## config.mk

```make
export PLATFORM = sky130hd
export DESIGN_NAME = wb_update
export DESIGN_NICKNAME = d
export VERILOG_FILES = /design/src/rtl/wb_update.sv
export SDC_FILE = /design/constraint.sdc
export NUM_CORES = 2
export LEC_CHECK = 0
export CAP_MARGIN = 20
export CORE_AREA = 2 2 645 647
export DETAILED_ROUTE_END_ITERATION = 6
export DIE_AREA = 0 0 647 649
export RECOVER_POWER = 25
export SETUP_SLACK_MARGIN = 0.05
export SYNTH_ARGS = -nofsm -noshare
export SYNTH_HDL_FRONTEND = slang
export SYNTH_SLANG_ARGS = --single-unit
```

## constraint.sdc

```tcl
create_clock -name clk -period 15.4 [get_ports clk]
set_clock_uncertainty 0.05 [all_clocks]
set_input_delay 4.62 -clock clk [delete_from_list [all_inputs] [get_ports clk]]
set_output_delay 4.62 -clock clk [all_outputs]
set_load 0.03 [all_outputs]
```

## src/rtl/wb_update.sv

```systemverilog
// Mini-batch parameter update for the 2-3-2 network: counts samples, then walks
// every parameter once applying p <= sat(p - delta) and clears the accumulators.
//
// state  | meaning
// IDLE   | accepting samples, load allowed
// UPDATE | one parameter per cycle, index k = 0..P-1
// CLEAR  | one-cycle clear pulse to the accumulators
// DONE   | one-cycle completion pulse
module wb_update #(
  parameter int N_IN   = 2,
  parameter int N_HL_P = 3,
  parameter int N_OUT  = 2,
  parameter int WIDTH  = 32,
  parameter int BATCH  = 4,
  parameter int CNT_W  = 8
) (
  input  logic                            clk,
  input  logic                            rst,
  input  logic                            i_sample_vld,
  input  logic                            i_flush,
  input  logic                            i_load,
  input  logic [(N_HL_P*N_IN+N_HL_P+N_HL_P*N_OUT+N_OUT)*WIDTH-1:0] i_init,
  input  logic [N_HL_P*N_IN*WIDTH-1:0]    i_d_wght_hd,
  input  logic [N_HL_P*WIDTH-1:0]         i_d_bias_hd,
  input  logic [N_HL_P*N_OUT*WIDTH-1:0]   i_d_wght_o,
  input  logic [N_OUT*WIDTH-1:0]          i_d_bias_o,
  output logic [N_HL_P*N_IN*WIDTH-1:0]    o_wght_hd,
  output logic [N_HL_P*WIDTH-1:0]         o_bias_hd,
  output logic [N_HL_P*N_OUT*WIDTH-1:0]   o_wght_o,
  output logic [N_OUT*WIDTH-1:0]          o_bias_o,
  output logic                            o_ready,
  output logic                            o_busy,
  output logic                            o_acc_clr,
  output logic                            o_done
);

  localparam int P   = N_HL_P*N_IN + N_HL_P + N_HL_P*N_OUT + N_OUT;
  localparam int K_W = $clog2(P);
  localparam logic [K_W-1:0]   K_LAST  = K_W'(P-1);
  localparam logic [CNT_W-1:0] BATCH_C = CNT_W'(BATCH);

  localparam logic [1:0] S_IDLE   = 2'd0;
  localparam logic [1:0] S_UPDATE = 2'd1;
  localparam logic [1:0] S_CLEAR  = 2'd2;
  localparam logic [1:0] S_DONE   = 2'd3;

  logic [1:0]       state;
  logic [K_W-1:0]   k;
  logic [CNT_W-1:0] cnt;
  logic [CNT_W-1:0] cnt_inc;
  logic [WIDTH-1:0] prm [P];
  logic [WIDTH-1:0] dlt [P];
  logic [P*WIDTH-1:0] d_all;
  logic [P*WIDTH-1:0] p_all;
  logic [WIDTH-1:0] p_k;
  logic [WIDTH-1:0] d_k;
  logic [WIDTH:0]   diff;
  logic [WIDTH-1:0] sat;

  // Flat order k: hidden weights, hidden biases, output weights, output biases
  assign d_all = {i_d_bias_o, i_d_wght_o, i_d_bias_hd, i_d_wght_hd};
  assign {o_bias_o, o_wght_o, o_bias_hd, o_wght_hd} = p_all;

  for (genvar j = 0; j < P; j++) begin : g_flat
    assign dlt[j] = d_all[j*WIDTH +: WIDTH];
    assign p_all[j*WIDTH +: WIDTH] = prm[j];
  end

  assign p_k     = prm[k];
  assign d_k     = dlt[k];
  assign cnt_inc = cnt + 1'b1;

  // Sign-extended subtract; top two bits disagree only on overflow
  always_comb begin
    diff = {p_k[WIDTH-1], p_k} - {d_k[WIDTH-1], d_k};
    sat  = diff[WIDTH-1:0];
    if (diff[WIDTH] != diff[WIDTH-1])
      sat = diff[WIDTH] ? {1'b1, {(WIDTH-1){1'b0}}} : {1'b0, {(WIDTH-1){1'b1}}};
  end

  always_ff @(posedge clk) begin
    if (!rst) begin
      state <= S_IDLE;
      k     <= '0;
      cnt   <= '0;
      for (int j = 0; j < P; j++) prm[j] <= '0;
    end else begin
      case (state)
        S_IDLE: begin
          k <= '0;
          if (i_load) begin
            cnt <= '0;
            for (int j = 0; j < P; j++) prm[j] <= i_init[j*WIDTH +: WIDTH];
          end else if (i_sample_vld) begin
            if (cnt_inc == BATCH_C || i_flush) begin
              cnt   <= '0;
              state <= S_UPDATE;
            end else begin
              cnt <= cnt_inc;
            end
          end else if (i_flush && cnt != '0) begin
            cnt   <= '0;
            state <= S_UPDATE;
          end
        end
        S_UPDATE: begin
          prm[k] <= sat;
          if (k == K_LAST) state <= S_CLEAR;
          else             k     <= k + 1'b1;
        end
        S_CLEAR: state <= S_DONE;
        default: state <= S_IDLE;
      endcase
    end
  end

  assign o_ready   = (state == S_IDLE);
  assign o_busy    = (state == S_UPDATE) || (state == S_CLEAR);
  assign o_acc_clr = (state == S_CLEAR);
  assign o_done    = (state == S_DONE);

endmodule

```

## Word-level counts from Yosys, hierarchy flattened

Memories as Yosys holds them, arrays and structs flattened. A register that Yosys moved wholly into a read port is not among the register bits.
Cells that the tools add are included.

| word-level totals | value |
|---|---|
| register bits after elaboration | 15 |
| bits in writable memories | 544 |
| input bits | 1,093 |
| output and inout bits | 548 |
| memories | 1 |

Memories:

| memory | words | width | rd ports | clocked after memory_dff | wr ports | RTL line | text |
|---|---|---|---|---|---|---|---|
| prm | 17 | 32 | 18 | 1 | 17 | 51 | `logic [WIDTH-1:0] prm [P];` |

| cells by class | value |
|---|---|
| $add $sub $neg | 3 |
| magnitude comparators | 1 |
| equality and inequality tests | 11 |
| mux-type cells | 47 |
| bitwise logic cells | 18 |
| reduce and logical (&&, ||, !) cells | 11 |

Operators with widths:

| cell | count |
|---|---|
| 2-to-1 mux 32 bit | 22 |
| binary-select mux 32 bit (select 5 bit) | 1 |
| subtractor 32 x 32 -> 33 bit | 1 |
| 2-to-1 mux 8 bit | 4 |
| OR reduction 32 bit | 1 |
| 2-to-1 mux 5 bit | 4 |
| bitwise OR 1 bit | 17 |
| 2-to-1 mux 2 bit | 5 |
| one-hot mux 5 bit (2 select lines) | 1 |
| 2-to-1 mux 1 bit | 9 |
| adder 8 x 1 -> 8 bit, second input constant | 1 |
| equality test 8 x 3 -> 1 bit, second input constant | 1 |
| nonzero test 8 bit | 1 |
| >= comparator 6 bit, second input constant | 1 |
| != test 2 bit, second input constant | 3 |
| != test 3 x 2 -> 1 bit, second input constant | 2 |
| inverter 5 -> 6 bit | 1 |
| one-hot mux 2 bit (3 select lines) | 1 |
| adder 5 x 1 -> 5 bit, second input constant | 1 |
| equality test 5 bit, second input constant | 1 |
| equality test 2 bit, second input constant | 2 |
| AND reduction 2 bit | 2 |
| AND reduction 4 bit | 1 |
| nonzero test 3 bit | 1 |
| 6 further kinds | 7 |

## Logic depth before layout (Yosys ltp)

| depth | value |
|---|---|
| word-level depth | 8 |
| depth in mapped cells | 24 |
| mapped depth without buffers | 17 |

## Least setup slack after synthesis

Ideal clock, no wire load.

| path | value |
|---|---|
| kind | input-to-reg |
| from | in i_d_bias_o[9] |
| to | mem prm[17][28] (data pin) |
| arrival | 8.161 ns |
| required time | 15.061 ns |
| path slack | 6.899 ns |
| stages on the path | 16 |
| path through | mux4_2 -> mux4_2 -> nor2b_1 -> a21oi_1 -> ha_1 -> a21o_1 -> a211o_1 -> and4_4 -> o21ai_4 -> a21oi_4 -> nor3_4 -> buf_6 -> nor2_1 -> o22ai_4 -> buf_6 -> inv_1 |

RTL lines:

| item | RTL line | text |
|---|---|---|
| start: declaration | 26 | `input logic [N_OUT*WIDTH-1:0] i_d_bias_o,` |
| end: declaration | 51 |  |

==> report_table.html <==
<table>
<tr><th>Metric</th><th>Value</th></tr>
<tr><th colspan="2">GRT</th></tr>
<tr><td>Overflow after GRT</td><td>0</td></tr>
<tr><td>Global-route wire length before repair</td><td>577000 um</td></tr>
<tr><td>Number of antenna violations at the first check in global routing</td><td>266</td></tr>
<tr><td>GRT Total Usage</td><td>0.219</td></tr>
<tr><td>Via count of the first global-routing pass</td><td>44437</td></tr>
<tr><td>Maximum number of pins on one net before global-route repair</td><td>137</td></tr>
<tr><th colspan="2">Synth</th></tr>
<tr><td>Mapped Nets</td><td>4794</td></tr>
<tr><td>Sequential fraction of the synthesis area</td><td>0.583</td></tr>
<tr><td>Top cells by area, synth</td><td>edfxtp_1, mux4_2, o21ai_0</td></tr>
<tr><td>Avg Cell Area, Syn</td><td>14.6 um2</td></tr>
<tr><td>Most numerous cell types in the synthesized netlist</td><td>edfxtp_1, o21ai_0, nand3_1</td></tr>
<tr><td>Flop and latch count out of synthesis</td><td>1044</td></tr>
<tr><td>Area share of the largest cell type after synthesis</td><td>0.575</td></tr>
<tr><td>Total number of yosys warnings</td><td>0</td></tr>
<tr><td>Synth cell types</td><td>87</td></tr>
<tr><td>Most common cell in the synthesized netlist</td><td>edfxtp_1</td></tr>
<tr><td>Cell type contributing the most total cell area after synthesis</td><td>edfxtp_1</td></tr>
<tr><td>Synth Cell Area</td><td>0.0535 mm2</td></tr>
<tr><td>Synth Instances</td><td>3658</td></tr>
<tr><td>Share of flip-flops with an asynchronous set or reset</td><td>0</td></tr>
<tr><td>EDFF count, synth</td><td>1024</td></tr>
<tr><td>Primary flip-flop cell chosen by synthesis mapping</td><td>edfxtp_1</td></tr>
<tr><th colspan="2">STA</th></tr>
<tr><td>Tightest Pin Transition</td><td>3.66 ns</td></tr>
<tr><td>Achievable frequency</td><td>0.0911 GHz</td></tr>
<tr><td>Shortest clock period the worst path allows after layout</td><td>10.98 ns</td></tr>
<tr><td>Setup repair after global routing missed its margin</td><td>false</td></tr>
<tr><td>Total negative slack for setup checks</td><td>0 ns</td></tr>
<tr><td>Total count of hold-check failures in the final report</td><td>0</td></tr>
<tr><td>Worst slew margin relative to its limit</td><td>-1.44</td></tr>
<tr><td>Final cycle utilization of the critical path</td><td>0.713</td></tr>
<tr><td>Final-report setup violation count</td><td>0</td></tr>
<tr><td>Final worst slack</td><td>4.42 ns</td></tr>
<tr><td>Max Slew Vio Count</td><td>247</td></tr>
<tr><th colspan="2">Placement</th></tr>
<tr><td>Cell Area, Placed</td><td>0.0766 mm2</td></tr>
<tr><td>Quantity of I/O buffers inserted on ports</td><td>1640</td></tr>
<tr><td>Detailed placer's ending HPWL</td><td>391000 um</td></tr>
<tr><td>Total instance count after detailed placement</td><td>10553</td></tr>
<tr><td>Routability congestion estimate from global placement</td><td>1.02</td></tr>
<tr><td>Setup slack at placement</td><td>3.78 ns</td></tr>
<tr><th colspan="2">Cells and area</th></tr>
<tr><td>Proportion of layout cells with a drive suffix above 1</td><td>0.178</td></tr>
<tr><td>Number of cells in the finished layout apart from fillers</td><td>10913</td></tr>
<tr><td>Post-layout nets</td><td>6341</td></tr>
<tr><td>Summed area of non-filler cells in the final layout</td><td>0.0810 mm2</td></tr>
<tr><td>Filler Cell Count</td><td>44357</td></tr>
<tr><td>Area Growth Syn to Fin</td><td>51.5%</td></tr>
<tr><th colspan="2">Pwr</th></tr>
<tr><td>Peak ir drop on the vdd network</td><td>0.000432 V</td></tr>
<tr><td>Power density cells</td><td>211 mW/mm2</td></tr>
<tr><td>Static leakage</td><td>26.2 nW</td></tr>
<tr><th colspan="2">Route</th></tr>
<tr><td>DR DRC count</td><td>0</td></tr>
<tr><td>Average vias per placed instance</td><td>4.40</td></tr>
<tr><td>Starting DRC count in detailed routing</td><td>7974</td></tr>
<tr><td>Number of nets with antenna violations after detailed routing</td><td>0</td></tr>
<tr><td>DR pass1 iterations</td><td>7</td></tr>
<tr><td>Aggregate routed wire length</td><td>479000 um</td></tr>
<tr><td>Per-cell routed wire length</td><td>43.9 um</td></tr>
<tr><td>Total via count after detailed routing</td><td>48018</td></tr>
<tr><th colspan="2">Setup path</th></tr>
<tr><td>Setup slack of the worst register-to-register path</td><td>6.57 ns</td></tr>
<tr><td>Type of the worst setup path</td><td>input pin to flop</td></tr>
<tr><td>Signal arrival time at the worst endpoint</td><td>11.28 ns</td></tr>
<tr><td>Critical path destination</td><td>prm[29][4]</td></tr>
<tr><td>Critical path startpoint category</td><td>input pin</td></tr>
<tr><td>Critical path depth</td><td>16</td></tr>
<tr><td>Required time reported for the critical path endpoint</td><td>15.70 ns</td></tr>
<tr><td>CP max FO</td><td>29</td></tr>
<tr><td>Worst Setup End Kind</td><td>flop</td></tr>
<tr><td>Worst r2r dst</td><td>prm[0][6]</td></tr>
<tr><td>Slowest library cell on the worst path</td><td>nor2_4</td></tr>
<tr><td>Category of cells accounting for the largest share of critical-path delay</td><td>simple AND/OR/NAND/NOR gates</td></tr>
<tr><td>Critical path origin</td><td>i_d_bias_o[26]</td></tr>
<tr><td>Largest incremental delay on the critical path</td><td>0.85 ns</td></tr>
<tr><td>WP buf/inv</td><td>3</td></tr>
<tr><td>Cell depth of the worst flop-to-flop path</td><td>18</td></tr>
<tr><td>Cell chain of the critical path</td><td>clkdlybuf4s50_1 &gt; mux4_2 &gt; mux2_2 &gt; a22oi_1 &gt; nor2_1 &gt; a221oi_1 &gt; ha_1 &gt; nand4_1 &gt; nor4b_4 &gt; o21ai_4 &gt; a21o_4 &gt; nand3_2 &gt; o22ai_2 &gt; buf_4 &gt; nor2_4 &gt; inv_1</td></tr>
<tr><th colspan="2">Die</th></tr>
<tr><td>Horizontal extent of the die</td><td>647 um</td></tr>
<tr><td>Row Count</td><td>236</td></tr>
<tr><td>Vert. Die Dim</td><td>649 um</td></tr>
<tr><td>Floorplan die area</td><td>0.420 mm2</td></tr>
<tr><td>Starting utilization of the core area</td><td>0.130</td></tr>
<tr><td>Boundary Pins</td><td>1641</td></tr>
<tr><td>Core region area</td><td>0.413 mm2</td></tr>
<tr><th colspan="2">Clock network</th></tr>
<tr><td>Number of buffers created by CTS</td><td>117</td></tr>
<tr><td>Clock-pin transition on the worst setup and hold timing paths</td><td>0.06 ns</td></tr>
<tr><td>CTS tree</td><td>yes</td></tr>
<tr><td>Clock latency on the worst-skew pair</td><td>0.85 ns</td></tr>
<tr><td>Cell at the root of the clock tree</td><td>clkbuf_16</td></tr>
<tr><td>Clock sink count</td><td>1044</td></tr>
<tr><td>Depth of the CTS H-tree</td><td>3</td></tr>
<tr><td>Number of buffers on the longest clock path</td><td>3</td></tr>
<tr><td>Post-CTS resize count</td><td>0</td></tr>
<tr><td>Buffers inserted by post-CTS timing repair</td><td>0</td></tr>
<tr><td>Quantity of hold-fixing buffers added after cts</td><td>0</td></tr>
<tr><th colspan="2">Worst hold path</th></tr>
<tr><td>Kind of path behind the tightest hold check</td><td>flop to flop</td></tr>
<tr><th colspan="2">Run status</th></tr>
<tr><td>Violations in the final reports</td><td>max-capacitance violations, max-slew violations</td></tr>
<tr><td>Result of the run</td><td>complete, but fails checks</td></tr>
<tr><th colspan="2">Run</th></tr>
<tr><td>Max-cap violations</td><td>8</td></tr>
</table>
## per-stage QoR
stage	hold slack (ns)	power [mW]	utilization
finish	0.478	17.1	0.196
global route	0.521	17.3	0.196
CTS	0.482	17.0	0.195
detailed placement	0.471	14.0	0.186
global placement	0.465	14.0	0.186
floorplan	0.435	8.22	-
## worst min-delay path by stage
| stage | startpoint | endpoint | cells past startpoint |
|---|---|---|---|
| floorplan | cnt[2] | cnt[2] | 2 |
| global placement | cnt[3] | cnt[3] | 2 |
| detailed placement | cnt[4] | cnt[4] | 2 |
| CTS | cnt[4] | cnt[4] | 2 |
| global route | cnt[7] | cnt[7] | 2 |
| finish | cnt[4] | cnt[4] | 2 |
## sequential cells by signal, summed over array words and instances (netlist names), named ones only
name and count:
cnt 8, prm 1024, k 5, state 2
## report_power, final
part / switching (mW) / total (mW) / leakage, nW / internal [mW]
combinational: 7.20 / 9.25 / 13.9 / 2.05
clock: 1.34 / 2.98 / 1.90 / 1.65
sequential: 0.474 / 4.82 / 10.4 / 4.35
total: 9.01 / 17.1 / 26.2 / 8.05
## cell type report
cell class / count / area (um2) / share of cell area
Inverter: 48 / 180 / 0.00222
Antenna cell: 137 / 343 / 0.00423
Timing Repair Buffer: 1774 / 17500 / 0.216
Sequential cell: 1044 / 31200 / 0.385
Clock buffer: 138 / 3010 / 0.0371
Multi-Input combinational cell: 2220 / 21000 / 0.259
Clock inverter: 78 / 976 / 0.0120
Tap cell: 5474 / 6850 / 0.0845
## cell families (layout without fill, tap and decap cells)
group	count (synthesis)	count (layout)	synth area share
adders and majority gates	43	43	0.0102
DFF	1044	1044	0.583
buffers and inverters	394	2038	0.0308
other	0	137	0
AOI/OAI and AO/OA	788	788	0.0897
muxes	514	514	0.205
and+or+nand+nor	846	846	0.0766
xor gates and xnor gates	29	29	0.00475
## tightest hold or removal path: cells and delay by family (launching register included)
| kind | cells | cell delay [ns] |
|---|---|---|
| AOI/OAI and AO/OA | 2 | 0.14 |
| DFF | 1 | 0.33 |
## cells in the final DEF (no fill, tap or decap), types with 51 or more instances in the layout
| cell | netlist | final |
|---|---|---|
| nand3_1 | 464 | 464 |
| buf_4 | 11 | 115 |
| edfxtp_1 | 1024 | 1024 |
| dlygate4sd3_1 | 0 | 452 |
| clkdlybuf4s50_1 | 0 | 1186 |
| clkbuf_16 | 0 | 117 |
| o21ai_0 | 486 | 487 |
| mux2_2 | 51 | 51 |
| nand2_1 | 159 | 129 |
| diode_2 | 0 | 137 |
| nor2_1 | 108 | 93 |
| mux4_2 | 460 | 460 |
## metal layers
layer / vias up / routed length, um / global-route usage
li1: 18089 / - / -
met1: 24896 / 186000 / 0.275
met2: 4192 / 198000 / 0.313
met3: 745 / 69700 / 0.106
met4: 96 / 24700 / 0.0988
met5: - / 886 / 0.00469
No activity file was read; power rests on OpenSTA's default activity.
